[src/rtl/spi_flash_responder.sv]
// spi_flash_responder: oversampled SPI mode 0 flash model answering READ, READ ID and READ STATUS from a byte memory port
module spi_flash_responder #(
  parameter int ADDR_WIDTH = 16,
  parameter logic [23:0] JEDEC_ID = 24'hEF4016
) (
  input  logic                  clk_i,
  input  logic                  rst_i,
  input  logic                  spi_sck_i,
  input  logic                  spi_csb_i,
  input  logic                  spi_sd0_i,
  output logic                  spi_sd1_o,
  output logic                  spi_sd1_oe_o,
  output logic                  mem_req_o,
  output logic [ADDR_WIDTH-1:0] mem_addr_o,
  input  logic [7:0]            mem_rdata_i,
  output logic [7:0]            cmd_o,
  output logic                  cmd_valid_o,
  output logic                  busy_o
);
  typedef enum logic [2:0] {IDLE, CMD, ADDR, DATA, ID, STATUS, IGNORE} state_e;
  state_e state_q;
  logic [2:0] sck_q, csb_q, sd0_q;
  logic rise_q, fall_q, csb_rise_q, csb_fall_q, live_q, armed_q;
  logic [4:0] cnt_q;
  logic [ADDR_WIDTH-2:0] sh_q;
  logic [ADDR_WIDTH-1:0] sh_d, addr_q;
  logic [7:0] tx_q, pref_q, cmd_q, byte_d;
  logic [1:0] idx_q;
  logic sd1_q, oe_q, req_q, pend_q, cmd_valid_q;
  always_comb begin
    sh_d = {sh_q, sd0_q[2]};
    byte_d = state_q == DATA ? pref_q :
             state_q == STATUS ? 8'h00 :
             idx_q == 2'd0 ? JEDEC_ID[23:16] :
             idx_q == 2'd1 ? JEDEC_ID[15:8] :
             idx_q == 2'd2 ? JEDEC_ID[7:0] : 8'h00;
  end
  always_ff @(posedge clk_i) begin
    if (rst_i) begin
      state_q <= IDLE;
      sck_q <= 3'b000;
      csb_q <= 3'b111;
      sd0_q <= 3'b000;
      rise_q <= 1'b0;
      fall_q <= 1'b0;
      csb_rise_q <= 1'b0;
      csb_fall_q <= 1'b0;
      live_q <= 1'b0;
      armed_q <= 1'b0;
      cnt_q <= '0;
      sh_q <= '0;
      addr_q <= '0;
      tx_q <= '0;
      pref_q <= '0;
      cmd_q <= '0;
      idx_q <= '0;
      sd1_q <= 1'b0;
      oe_q <= 1'b0;
      req_q <= 1'b0;
      pend_q <= 1'b0;
      cmd_valid_q <= 1'b0;
    end else begin
      sck_q <= {sck_q[1:0], spi_sck_i};
      csb_q <= {csb_q[1:0], spi_csb_i};
      sd0_q <= {sd0_q[1:0], spi_sd0_i};
      rise_q <= sck_q[1] & ~sck_q[2];
      fall_q <= ~sck_q[1] & sck_q[2];
      csb_rise_q <= csb_q[1] & ~csb_q[2];
      csb_fall_q <= ~csb_q[1] & csb_q[2];
      live_q <= 1'b1;
      armed_q <= armed_q | (live_q & csb_q[0]);
      cmd_valid_q <= 1'b0;
      req_q <= 1'b0;
      pend_q <= req_q;
      if (pend_q) pref_q <= mem_rdata_i;
      if (csb_rise_q) begin
        state_q <= IDLE;
        oe_q <= 1'b0;
        sd1_q <= 1'b0;
        pend_q <= 1'b0;
      end else if (state_q == IDLE) begin
        if (csb_fall_q && armed_q) begin
          state_q <= CMD;
          cnt_q <= '0;
        end
      end else if (rise_q && (state_q == CMD || state_q == ADDR)) begin
        sh_q <= sh_d[ADDR_WIDTH-2:0];
        cnt_q <= cnt_q + 5'd1;
        if (state_q == CMD && cnt_q == 5'd7) begin
          cmd_q <= sh_d[7:0];
          cmd_valid_q <= 1'b1;
          cnt_q <= '0;
          idx_q <= '0;
          state_q <= sh_d[7:0] == 8'h03 ? ADDR :
                     sh_d[7:0] == 8'h9F ? ID :
                     sh_d[7:0] == 8'h05 ? STATUS : IGNORE;
        end
        if (state_q == ADDR && cnt_q == 5'd23) begin
          addr_q <= sh_d;
          req_q <= 1'b1;
          cnt_q <= '0;
          state_q <= DATA;
        end
      end else if (fall_q && (state_q == DATA || state_q == ID || state_q == STATUS)) begin
        cnt_q <= cnt_q == 5'd7 ? 5'd0 : cnt_q + 5'd1;
        oe_q <= 1'b1;
        if (cnt_q == 5'd0) begin
          sd1_q <= byte_d[7];
          tx_q <= {byte_d[6:0], 1'b0};
          idx_q <= idx_q == 2'd3 ? 2'd3 : idx_q + 2'd1;
          if (state_q == DATA) begin
            addr_q <= addr_q + ADDR_WIDTH'(1);
            req_q <= 1'b1;
          end
        end else begin
          sd1_q <= tx_q[7];
          tx_q <= {tx_q[6:0], 1'b0};
        end
      end
    end
  end
  assign spi_sd1_o = sd1_q;
  assign spi_sd1_oe_o = oe_q;
  assign mem_req_o = req_q;
  assign mem_addr_o = addr_q;
  assign cmd_o = cmd_q;
  assign cmd_valid_o = cmd_valid_q;
  assign busy_o = ~csb_q[2];
endmodule
[config.mk]
export PLATFORM = sky130hd
export DESIGN_NAME = spi_flash_responder
export DESIGN_NICKNAME = d
export VERILOG_FILES = /design/src/rtl/spi_flash_responder.sv
export SDC_FILE = /design/constraint.sdc
export NUM_CORES = 1
export LEC_CHECK = 0
export ABC_AREA = 1
export ABC_CLOCK_PERIOD_IN_PS = 2100
export BUFFER_PORTS_ARGS = -buffer_cell sky130_fd_sc_hd__buf_2
export CAP_MARGIN = 20
export CORE_AREA = 2 2 92 94
export CTS_BUF_LIST = sky130_fd_sc_hd__clkbuf_4 sky130_fd_sc_hd__clkbuf_8 sky130_fd_sc_hd__clkbuf_16
export DETAILED_ROUTE_END_ITERATION = 12
export DIE_AREA = 0 0 94 96
export GPL_TIMING_DRIVEN = 0
export PLACE_DENSITY = 0.79
export SKIP_CTS_REPAIR_TIMING = 1
export SLEW_MARGIN = 30
export SYNTH_ARGS = -nofsm -noshare
export SYNTH_HDL_FRONTEND = slang
export SYNTH_SLANG_ARGS = --single-unit
[constraint.sdc]
create_clock -name clk_i -period 2.1 [get_ports clk_i]
set_clock_uncertainty 0.1 [all_clocks]
set_input_delay 0.315 -clock clk_i [delete_from_list [all_inputs] [get_ports clk_i]]
set_output_delay 0.315 -clock clk_i [all_outputs]
set_load 0.02 [all_outputs]
==> out/summary.txt, run 1 <==
Clock Latency Late Sink: 0.37 ns
Fin crit period: 1.92 ns
Multi-input logic area: 0.00191 sq mm
Worst Path Max Fanout: 10
Crit path to: cmd_o[3]$_SDFFE_PP0P_
Die area: 0.00902 sq mm
Root buf cell: clkbuf_8
Pwr dens: 665 mW/mm^2
Sequential cell area: 0.00168 sq mm
HP Class: in -> reg
Final wirelength: 9.98 mm
Reg2reg end: cmd_o[3]$_SDFFE_PP0P_
Vias in the first global route: 3,593
Switching Fraction: 0.225
Initial antenna violation count: 0
Vias per cell: 5.31
Cell area after synthesis: 0.00387 sq mm
Drt pass-1 iters: 8
Post-synthesis sequential area ratio: 0.434
Setup crit start kind: flip-flop
CP Data Arrival Time: 2.07 ns
DP HPWL: 7.14 mm
Highest Clock Rate: 520 MHz
Buffers on Ports: 40
Vias: 3,794
Critical path origin: cnt_q[0]$_SDFFE_PP0P_
Synth area leader: dfxtp_1
Max-slew headroom: 0.554
Worst IR drop on VDD: 0.473 mV
Net Count, Synth: 567
Largest net degree at the start of global routing: 15
Fin cells: 714
RePlAce Congestion: 0.967
Number of remaining DRC errors: 0
Syn avg cell area: 7.03 sq um
Worst hold slack: 0.0228 ns
Slew of the pin with the lowest slew margin: 0.669 ns
P_sw: 0.665 mW
Leakage: 1.85 nW
Row cnt: 33
Top FF cell, synth: dfxtp_1
Worst R2R Start: cnt_q[0]$_SDFFE_PP0P_
Avg WL per Cell: 14.0 um
Async S/R FF share, synth: 0
GRT overflow: 0
P_int: 2.29 mW
Setup Viol. Count Final: 0
Inst Count DP: 696
Ports: 42
CTS tree: yes
Register-to-register path setup slack: 0.18 ns
CTS clk-pin slew, worst paths: 0.09 ns
Synth top area share: 0.434
Cells after Synth: 551
Gr usage total: 0.229
Post-Place Setup Slack: 0.111 ns
Synth warn: 0
Post-synth EDFFs: 0
Synth area leaders: dfxtp_1 (43%), nand2_1 (9.7%), nor2_1 (9.7%)
Fin. Hold Viols: 0
Worst setup EP type: flip-flop
Max-cap viol count: 0
CTS Buf Count: 9
Starting Density: 0.481
Nets: 621
Fill cell count: 784
Die H: 96 um
Flop pwr share: 0.545
CORE AREA: 0.00805 sq mm
Gate power share: 0.026
Kind of critical path: reg -> reg
Final antenna-violating net count: 0
Antenna fix cells: 0
Max Root-Sink Buffers: 2
First-pass GRT wire length: 16.2 mm
Max Slew Vio Count: 0
Req. time, crit path: 2.24 ns
Area grow syn2layout: 14.9%
R2r worst-path depth: 9
Iter 0 DRT Violations: 230
FF+latch count, synth: 84
Final period utilization: 0.916
Layout cells sized above 1: 0.156
Clk pwr share: 0.429
Clock sink total: 84
CTS H-tree depth: 3
Status: complete, no violations
Die Wd: 94 um
Final setup margin: 0.176 ns
Yosys cell types: 35
flip-flops by register name, indices dropped and copies added (netlist names):
signal,flops
cmd_valid_o,1
sd0_q,3
tx_q,7
state_q,3
spi_sd1_oe_o,1
idx_q,2
pend_q,1
spi_sd1_o,1
csb_q,3
live_q,1
pref_q,8
cmd_o,8
csb_fall_q,1
sck_q,3
cnt_q,5
mem_req_o,1
mem_addr_o,16
fall_q,1
rise_q,1
csb_rise_q,1
sh_q,15
armed_q,1
through the flow:
step           setup TNS (ns)  utilization  area, sq um  total power, mW
5_1_grt               -0.0191        0.553         4450             3.04
3_3_place_gp                0        0.522         4210             1.72
3_5_place_dp                0        0.522         4210             1.72
4_1_cts                     0        0.549         4420             2.96
6_report                    0        0.553         4450             2.96
2_1_floorplan               0            -         3870             1.69
metal layers:
metal / vias up / routed length (um) / track usage
met5: - / 0 / 0
met4: 0 / 235 / 0.115
met3: 23 / 630 / 0.0423
met2: 113 / 4770 / 0.390
met1: 1752 / 4350 / 0.280
li1: 1906 / - / -
Yosys cell counts (all sizes together), types with 2 or more instances:
master	instances
a22o	4
xor2	2
ha	3
o21ai	51
nor3	9
nand2	108
buf	9
clkbuf	9
a21oi	51
nand3	37
nor2	105
or2	3
inv	54
xnor2	2
dfxtp	84
nand4	13
cell type report:
type,count,share of cell area
plain buffers,18,0.0205
clock buffers,9,0.0278
clock inverters,6,0.0200
inverters,54,0.0461
multi-input cells,395,0.428
flip-flops and latches,84,0.378
well taps,105,0.0295
repair buffers,43,0.0500
cell families (layout without fill, tap and decap cells):
family | after synthesis | after routing | synth area share
compound gates | 111 | 111 | 0.156
xor+xnor | 4 | 4 | 0.00905
fa+ha+maj | 3 | 3 | 0.00969
buf+inv | 72 | 130 | 0.0765
flops | 84 | 84 | 0.434
simple gates | 277 | 277 | 0.315
worst min path at each step:
| stage | start | endpoint | slack (ns) | cells past startpoint |
|---|---|---|---|---|
| after detailed placement | sd0_q[0]$_SDFF_PP0_ | sd0_q[1]$_SDFF_PP0_ | 0.29 | 2 |
| after CTS | spi_csb_i | csb_q[0]$_SDFF_PP1_ | 0.02 | 2 |
| after floorplan | sck_q[0]$_SDFF_PP0_ | sck_q[1]$_SDFF_PP0_ | 0.29 | 2 |
| after global placement | sd0_q[0]$_SDFF_PP0_ | sd0_q[1]$_SDFF_PP0_ | 0.29 | 2 |
| after global routing | spi_csb_i | csb_q[0]$_SDFF_PP1_ | 0.03 | 2 |
| final | spi_csb_i | csb_q[0]$_SDFF_PP1_ | 0.02 | 2 |
power by group through the flow:
stage                     Sequential (mW)  Clock [mW]  Combinational (mW)
after global placement               1.65           0              0.0737
after detailed placement             1.65           0              0.0763
after floorplan                      1.65           0              0.0469
after CTS                            1.61        1.27              0.0766
final                                1.61        1.27              0.0776
after global routing                 1.61        1.34              0.0862
critical path: stages, from the launching register on:
cell	delay, ns
dfxtp_1	0.40
ha_1	0.22
nand2_1	0.10
nor2_2	0.13
nand2_1	0.10
nor2_2	0.19
nand2_2	0.15
buf_2	0.21
a21oi_1	0.15
nor2_1	0.06
cells in the final DEF (no fill, tap or decap), types with 4 or more instances in the layout:
cell type and count:
nor2_4 4, a21oi_1 49, clkbuf_1 9, nor2_1 98, clkbuf_8 9, buf_2 47, nand3_1 35, nand2_1 100
o21ai_0 48, nand4_1 13, dfxtp_1 84, a22o_1 4, inv_1 50, nand2_2 7, nor3_1 8
No activity file was read; power rests on OpenSTA's default activity.
==> inputs of run 2 (changes only) <==
--- a/config.mk
+++ b/config.mk
@@ -9,12 +9,12 @@
 export ABC_CLOCK_PERIOD_IN_PS = 2100
 export BUFFER_PORTS_ARGS = -buffer_cell sky130_fd_sc_hd__buf_2
 export CAP_MARGIN = 20
-export CORE_AREA = 2 2 92 94
+export CORE_AREA = 2 2 109 111
 export CTS_BUF_LIST = sky130_fd_sc_hd__clkbuf_4 sky130_fd_sc_hd__clkbuf_8 sky130_fd_sc_hd__clkbuf_16
 export DETAILED_ROUTE_END_ITERATION = 12
-export DIE_AREA = 0 0 94 96
+export DIE_AREA = 0 0 111 113
 export GPL_TIMING_DRIVEN = 0
-export PLACE_DENSITY = 0.79
+export PLACE_DENSITY = 0.62
 export SKIP_CTS_REPAIR_TIMING = 1
 export SLEW_MARGIN = 30
 export SYNTH_ARGS = -nofsm -noshare
==> run 2 against run 1 <==
Cell count increased by 5.0%; global-route usage shrank 6.1 points; non-clock buffer count shrank 2; hold slack better by 0.029 ns; critical path type unchanged; critical endpoint is now cmd_o[5]$_SDFFE_PP0P_; largest power group is now clock; highest routed layer unchanged.
==> out/summary.txt, run 2 (synthesis gave the netlist of run 1 again) <==
Status: complete, no violations
Final antenna-violating net count: 0 (unchanged)
Crit path to: cmd_o[5]$_SDFFE_PP0P_
RSZ-0062 raised after global routing: no
Layout cells sized above 1: 0.153 (-0.00278)
Tot Pwr: 3.42 mW (+16%)
Worst IR drop on VDD: 0.540 mV (+14%)
Max reg flops: 16 (unchanged)
Vias: 3,709 (-2.2%)
Clock Latency Late Sink: 0.34 ns (-0.03 ns)
Final Cell Area: 0.00460 sq mm (+3.3%)
Gr usage total: 0.168 (-0.0613)
Area grow syn2layout: 18.6%
Max Root-Sink Buffers: 2 (unchanged)
CTS tree: yes
Post-Place Setup Slack: 0.100 ns (-0.0109 ns)
Drt pass-1 iters: 5 (-3)
CTS H-tree depth: 3 (unchanged)
RePlAce Congestion: 0.920 (-4.9%)
Nets: 619 (-0.32%)
R2r worst-path depth: 9 (unchanged)
Kind of critical path: reg -> reg
CTS Buf Count: 9 (unchanged)
Clock sink total: 84 (unchanged)
Commonest cells after routing, fill and taps aside: nand2_1 (100), nor2_1 (99), dfxtp_1 (84)
Pwr dens: 744 mW/mm^2 (+12%)
Multi-input logic area: 0.00191 sq mm (unchanged)
Sequential cell area: 0.00168 sq mm (unchanged)
Starting Density: 0.344 (-0.137)
Root buf cell: clkbuf_16
First-pass GRT wire length: 17.0 mm (+5.1%)
GRT overflow: 0 (unchanged)
Max Slew Vio Count: 0 (unchanged)
Worst R2R Start: cnt_q[0]$_SDFFE_PP0P_
CP Data Arrival Time: 2.03 ns (-0.04 ns)
Die Wd: 111 um (+18%)
Iter 0 DRT Violations: 334 (+45%)
Row cnt: 39 (+18%)
Slew of the pin with the lowest slew margin: 0.631 ns (-0.0379 ns)
Vias per cell: 4.95 (-6.9%)
Final period utilization: 0.912 (-0.00406)
Placed cell areas: 0.00425 sq mm (+1.1%)
Number of remaining DRC errors: 0 (unchanged)
CP Cell Sequence: ha_2 > nand2_1 > nor2_1 > nand2_1 > nor2_2 > nand2_2 > buf_2 > a21oi_1 > nor2_1
Reg2reg end: cmd_o[5]$_SDFFE_PP0P_
Max-slew headroom: 0.579 (+0.0253)
CTS clk-pin slew, worst paths: 0.06 ns (-0.03 ns)
Buffers on Ports: 40 (unchanged)
Final setup margin: 0.184 ns (+0.00853 ns)
Commonest non-fill, non-tap cell in the layout: nand2_1
Vias in the first global route: 3,532 (-1.7%)
Largest net degree at the start of global routing: 15 (unchanged)
Setup Viol. Count Final: 0 (unchanged)
CORE AREA: 0.0113 sq mm (+40%)
Die area: 0.0125 sq mm (+39%)
Register-to-register path setup slack: 0.18 ns (about the same)
Highest Clock Rate: 522 MHz (+0.45%)
Fill cell count: 1,172 (+49%)
Ports: 42 (unchanged)
Final wirelength: 10.1 mm (+0.74%)
Worst setup EP type: flip-flop
HP Class: in -> reg
Total negative setup slack: 0 ns (unchanged)
Setup crit start kind: flip-flop
Worst path slowest cell: dfxtp_1
Fin crit period: 1.92 ns (-0.00853 ns)
Leakage: 1.89 nW (+2.4%)
Initial antenna violation count: 0 (unchanged)
Worst Path Max Fanout: 10 (unchanged)
Die H: 113 um (+18%)
Avg WL per Cell: 13.4 um (-4.1%)
DP HPWL: 7.29 mm (+2.1%)
Max-cap viol count: 0 (unchanged)
Fin. Hold Viols: 0 (unchanged)
Slowest stage delay, CP: 0.38 ns (-0.02 ns)
Critical path origin: cnt_q[0]$_SDFFE_PP0P_
Antenna fix cells: 0 (unchanged)
Req. time, crit path: 2.22 ns (-0.02 ns)
==> run 2: worst min path at each step <==
stage,start,endpoint,slack (ns),cells after the start
2_1_floorplan,sck_q[0]$_SDFF_PP0_,sck_q[1]$_SDFF_PP0_,0.29,2
4_1_cts,spi_csb_i,csb_q[0]$_SDFF_PP1_,0.04,2
3_3_place_gp,sck_q[0]$_SDFF_PP0_,sck_q[1]$_SDFF_PP0_,0.29,2
3_5_place_dp,sd0_q[0]$_SDFF_PP0_,sd0_q[1]$_SDFF_PP0_,0.30,2
6_report,spi_csb_i,csb_q[0]$_SDFF_PP1_,0.05,2
5_1_grt,spi_csb_i,csb_q[0]$_SDFF_PP1_,0.05,2
==> run 2: worst max-delay path, delay by kind of cell, from the launching register on <==
kind | cells | cell delay, ns
flops | 1 | 0.38
simple gates | 6 | 0.69
fa+ha+maj | 1 | 0.23
buf+inv | 1 | 0.21
compound gates | 1 | 0.18
==> run 2: metal layers <==
layer  vias to the layer above  share of wire  global-route usage
met2                       100           0.45               0.274
li1                       1901              -                   -
met1                      1689           0.48               0.216
met4                         0          0.020              0.0675
met5                         -              0                   0
met3                        19          0.049              0.0396
==> run 2: cell type report <==
type                    count  share of cell area
plain buffers              18              0.0199
inverters                  54              0.0447
well taps                 143              0.0389
clock inverters             5              0.0188
clock buffers              10              0.0520
flip-flops and latches     84               0.366
repair buffers             41              0.0452
multi-input cells         395               0.415
==> run 2: where the power goes <==
group          total, mW  switching [mW]  internal (mW)
Sequential          1.61         0.00754           1.60
Clock               1.73           0.657           1.07
Combinational     0.0783          0.0538         0.0245
Total               3.42           0.718           2.70
==> run 2: through the flow <==
stage                     std cells  utilization  hold slack, ns
final                           750        0.408          0.0514
after global routing            750        0.408          0.0474
after CTS                       749        0.406          0.0398
after detailed placement        734        0.377           0.297
after global placement          734        0.377           0.290
after floorplan                 551            -           0.288
==> inputs of run 3 (changes only) <==
--- a/config.mk
+++ b/config.mk
@@ -5,14 +5,14 @@
 export SDC_FILE = /design/constraint.sdc
 export NUM_CORES = 1
 export LEC_CHECK = 0
-export ABC_AREA = 1
+export ABC_AREA = 0
 export ABC_CLOCK_PERIOD_IN_PS = 2100
 export BUFFER_PORTS_ARGS = -buffer_cell sky130_fd_sc_hd__buf_2
 export CAP_MARGIN = 20
-export CORE_AREA = 2 2 109 111
+export CORE_AREA = 2 2 108 110
 export CTS_BUF_LIST = sky130_fd_sc_hd__clkbuf_4 sky130_fd_sc_hd__clkbuf_8 sky130_fd_sc_hd__clkbuf_16
 export DETAILED_ROUTE_END_ITERATION = 12
-export DIE_AREA = 0 0 111 113
+export DIE_AREA = 0 0 110 112
 export GPL_TIMING_DRIVEN = 0
 export PLACE_DENSITY = 0.62
 export SKIP_CTS_REPAIR_TIMING = 1
==> run 3 against run 2 <==
First-iteration DRC count is 13% higher; highest routed layer unchanged; the run now ends with setup timing left; total power rose by 3.5%; register-to-register slack got worse by 0.27 ns; via count shrank 2.9%.
==> out/summary.txt, run 3 <==
Status: finished, violations left
Failing checks: setup timing
Gr usage total: 0.171 (+0.00300)
Final wirelength: 10.7 mm (+6.4%)
Post-synthesis sequential area ratio: 0.442 (+0.00742)
Async S/R FF share, synth: 0 (unchanged)
Post-synth EDFFs: 0 (unchanged)
Top FF cell, synth: dfxtp_1
Vias in the first global route: 3,145 (-11%)
CORE AREA: 0.0112 sq mm (-0.87%)
GRT overflow: 0 (unchanged)
CP Data Arrival Time: 2.35 ns (+0.32 ns)
Max Root-Sink Buffers: 2 (unchanged)
Max-cap viol count: 0 (unchanged)
Worst Path Max Fanout: 6 (-4)
Vias per cell: 5.55 (+12%)
Die Wd: 110 um (-0.90%)
Clock Latency Late Sink: 0.34 ns (about the same)
Vias: 3,603 (-2.9%)
Setup Viol. Count Final: 4 (+4)
Commonest non-fill, non-tap cell in the layout: dfxtp_1
Synth warn: 0 (unchanged)
Highest Clock Rate: 458 MHz (-12%)
CP Cell Sequence: buf_8 > nor4b_4 > a32oi_2 > or3_4 > buf_6 > or3_1 > a31oi_1
Worst IR drop on VDD: 0.393 mV (-27%)
Hold path startpoint: spi_csb_i
Routed length on met2: 5.02 mm (+10%)
Yosys cell types: 64 (+83%)
Syn avg cell area: 8.80 sq um (+25%)
Synth top area share: 0.442 (+0.00742)
Number of remaining DRC errors: 0 (unchanged)
Net Count, Synth: 449 (-21%)
Synth area leaders: dfxtp_1 (44%), mux2i_1 (6.6%), a21oi_1 (5.1%)
Buffers on Ports: 40 (unchanged)
Fin crit period: 2.19 ns (+0.269 ns)
Synth area leader: dfxtp_1
Slowest stage delay, CP: 0.39 ns (about the same)
Row cnt: 39 (unchanged)
Commonest cells after routing, fill and taps aside: dfxtp_1 (81), buf_2 (43), nand2_1 (42)
Pwr dens: 730 mW/mm^2 (-2.0%)
Leakage: 1.81 nW (-4.6%)
CTS H-tree depth: 3 (unchanged)
Tot Pwr: 3.54 mW (+3.5%)
First-pass GRT wire length: 16.5 mm (-3.4%)
Met3 wire length: 646 um (+31%)
RSZ-0062 raised after global routing: yes
Starting Density: 0.341 (-0.00282)
Worst path top cell family by delay: simple AND/OR/NAND/NOR gates
Largest net degree at the start of global routing: 15 (unchanged)
Die H: 112 um (-0.88%)
RePlAce Congestion: 0.899 (-2.3%)
Top cells by count, synth: dfxtp_1 (84), nand2_1 (43), a21oi_1 (39), nor2_1 (39), mux2i_1 (25)
Final setup margin: -0.0853 ns (-0.269 ns)
Clock sink total: 84 (unchanged)
Worst R2R Start: state_q[0]$_SDFFE_PP0P_
Critical path origin: state_q[0]$_SDFFE_PP0P_
FF+latch count, synth: 84 (unchanged)
Kind of critical path: reg -> reg
Setup crit start kind: flip-flop
Ports: 42 (unchanged)
Final core occ: 0.434 (+0.0265)
DP HPWL: 7.19 mm (-1.4%)
Top-count cell post-synth: dfxtp_1
Antenna fix cells: 0 (unchanged)
DRT met1 WL: 4.85 mm (+0.90%)
Layout cells sized above 1: 0.251 (+0.0978)
Drt pass-1 iters: 5 (unchanged)
Root buf cell: clkbuf_16
Slew of the pin with the lowest slew margin: 0.699 ns (+0.0680 ns)
Iter 0 DRT Violations: 376 (+13%)
Max-slew headroom: 0.534 (-0.0454)
DR top layer: met4
Die area: 0.0123 sq mm (-1.8%)
Fin. Hold Viols: 0 (unchanged)
Nets: 517 (-16%)
CTS clk-pin slew, worst paths: 0.06 ns (about the same)
HP Class: in -> reg
Final antenna-violating net count: 0 (unchanged)
Cells after Synth: 433 (-21%)
Max reg flops: 16 (unchanged)
Req. time, crit path: 2.27 ns (+0.05 ns)
Total negative setup slack: -0.211 ns (-0.211 ns)
Initial antenna violation count: 0 (unchanged)
CTS Buf Count: 9 (unchanged)
Final period utilization: 1.04 (+0.128)
Area grow syn2layout: 27.4%
Max Slew Vio Count: 0 (unchanged)
Worst Path Buf+Inv: 2 (+1)
Worst setup EP type: flip-flop
Worst path slowest cell: or3_4
Cell area after synthesis: 0.00381 sq mm (-1.7%)
CTS tree: yes
Avg WL per Cell: 16.5 um (+23%)
==> run 3: cell count changes after synthesis, sizes merged, moves of 6 or more <==
cell	previous run	this run
nor2b	0	10
nand4	13	5
a21oi	51	39
and3	0	9
nor2	105	40
nand3	37	11
or3	0	9
mux2i	0	25
o21ai	51	18
inv	54	7
nand2	108	43
a211oi	1	14
clkbuf	9	15
==> run 3: cells by family after synthesis <==
logic type	share of synthesized area
AND/OR/NAND/NOR	0.228
AO/OA/AOI/OAI	0.208
flip-flops	0.442
buffers and inverters	0.0401
multiplexers	0.0657
XOR/XNOR	0.00690
adder cells (fa/ha/maj)	0.00986
==> run 3: final timing paths <==
path / depth (start not counted) / end / slack, ns
max: 7 / mem_addr_o[0]$_SDFFE_PP0P_ / -0.09
max reg2reg: 7 / mem_addr_o[0]$_SDFFE_PP0P_ / -0.09
min reg2reg: 1 / rise_q$_SDFF_PP0_ / 0.31
min: 2 / csb_q[0]$_SDFF_PP1_ / 0.05
==> run 3: layer usage <==
layer  vias up  global-route usage
li1       1716                   -
met1      1728               0.239
met2       137               0.265
met3        22              0.0357
met4         0              0.0489
met5         -                   0
==> run 3: final cells by class <==
| cell class | instances | area (sq um) |
|---|---|---|
| clock buffers | 10 | 239 |
| multi-input cells | 313 | 2110 |
| fillers | 1080 | 6320 |
| inverters | 7 | 26.3 |
| flip-flops and latches | 84 | 1690 |
| well taps | 143 | 179 |
| clock inverters | 6 | 111 |
| plain buffers | 29 | 169 |
| repair buffers | 57 | 328 |
==> run 3: report_power, final <==
part	switching [mW]	leakage [nW]	total, mW	internal, mW
clock	0.656	0.169	1.85	1.19
sequential	0.00601	0.681	1.61	1.60
combinational	0.0559	0.956	0.0810	0.0251
==> run 3: metrics by stage <==
stage | instances | area [sq um] | setup WS [ns] | hold WS [ns]
finish | 649 | 4850 | -0.0853 | 0.0489
global route | 649 | 4850 | -0.161 | 0.0485
CTS | 632 | 4540 | -0.292 | 0.0423
detailed placement | 616 | 4190 | -0.264 | 0.301
global placement | 616 | 4190 | -0.249 | 0.291
floorplan | 433 | 3810 | 0.115 | 0.283
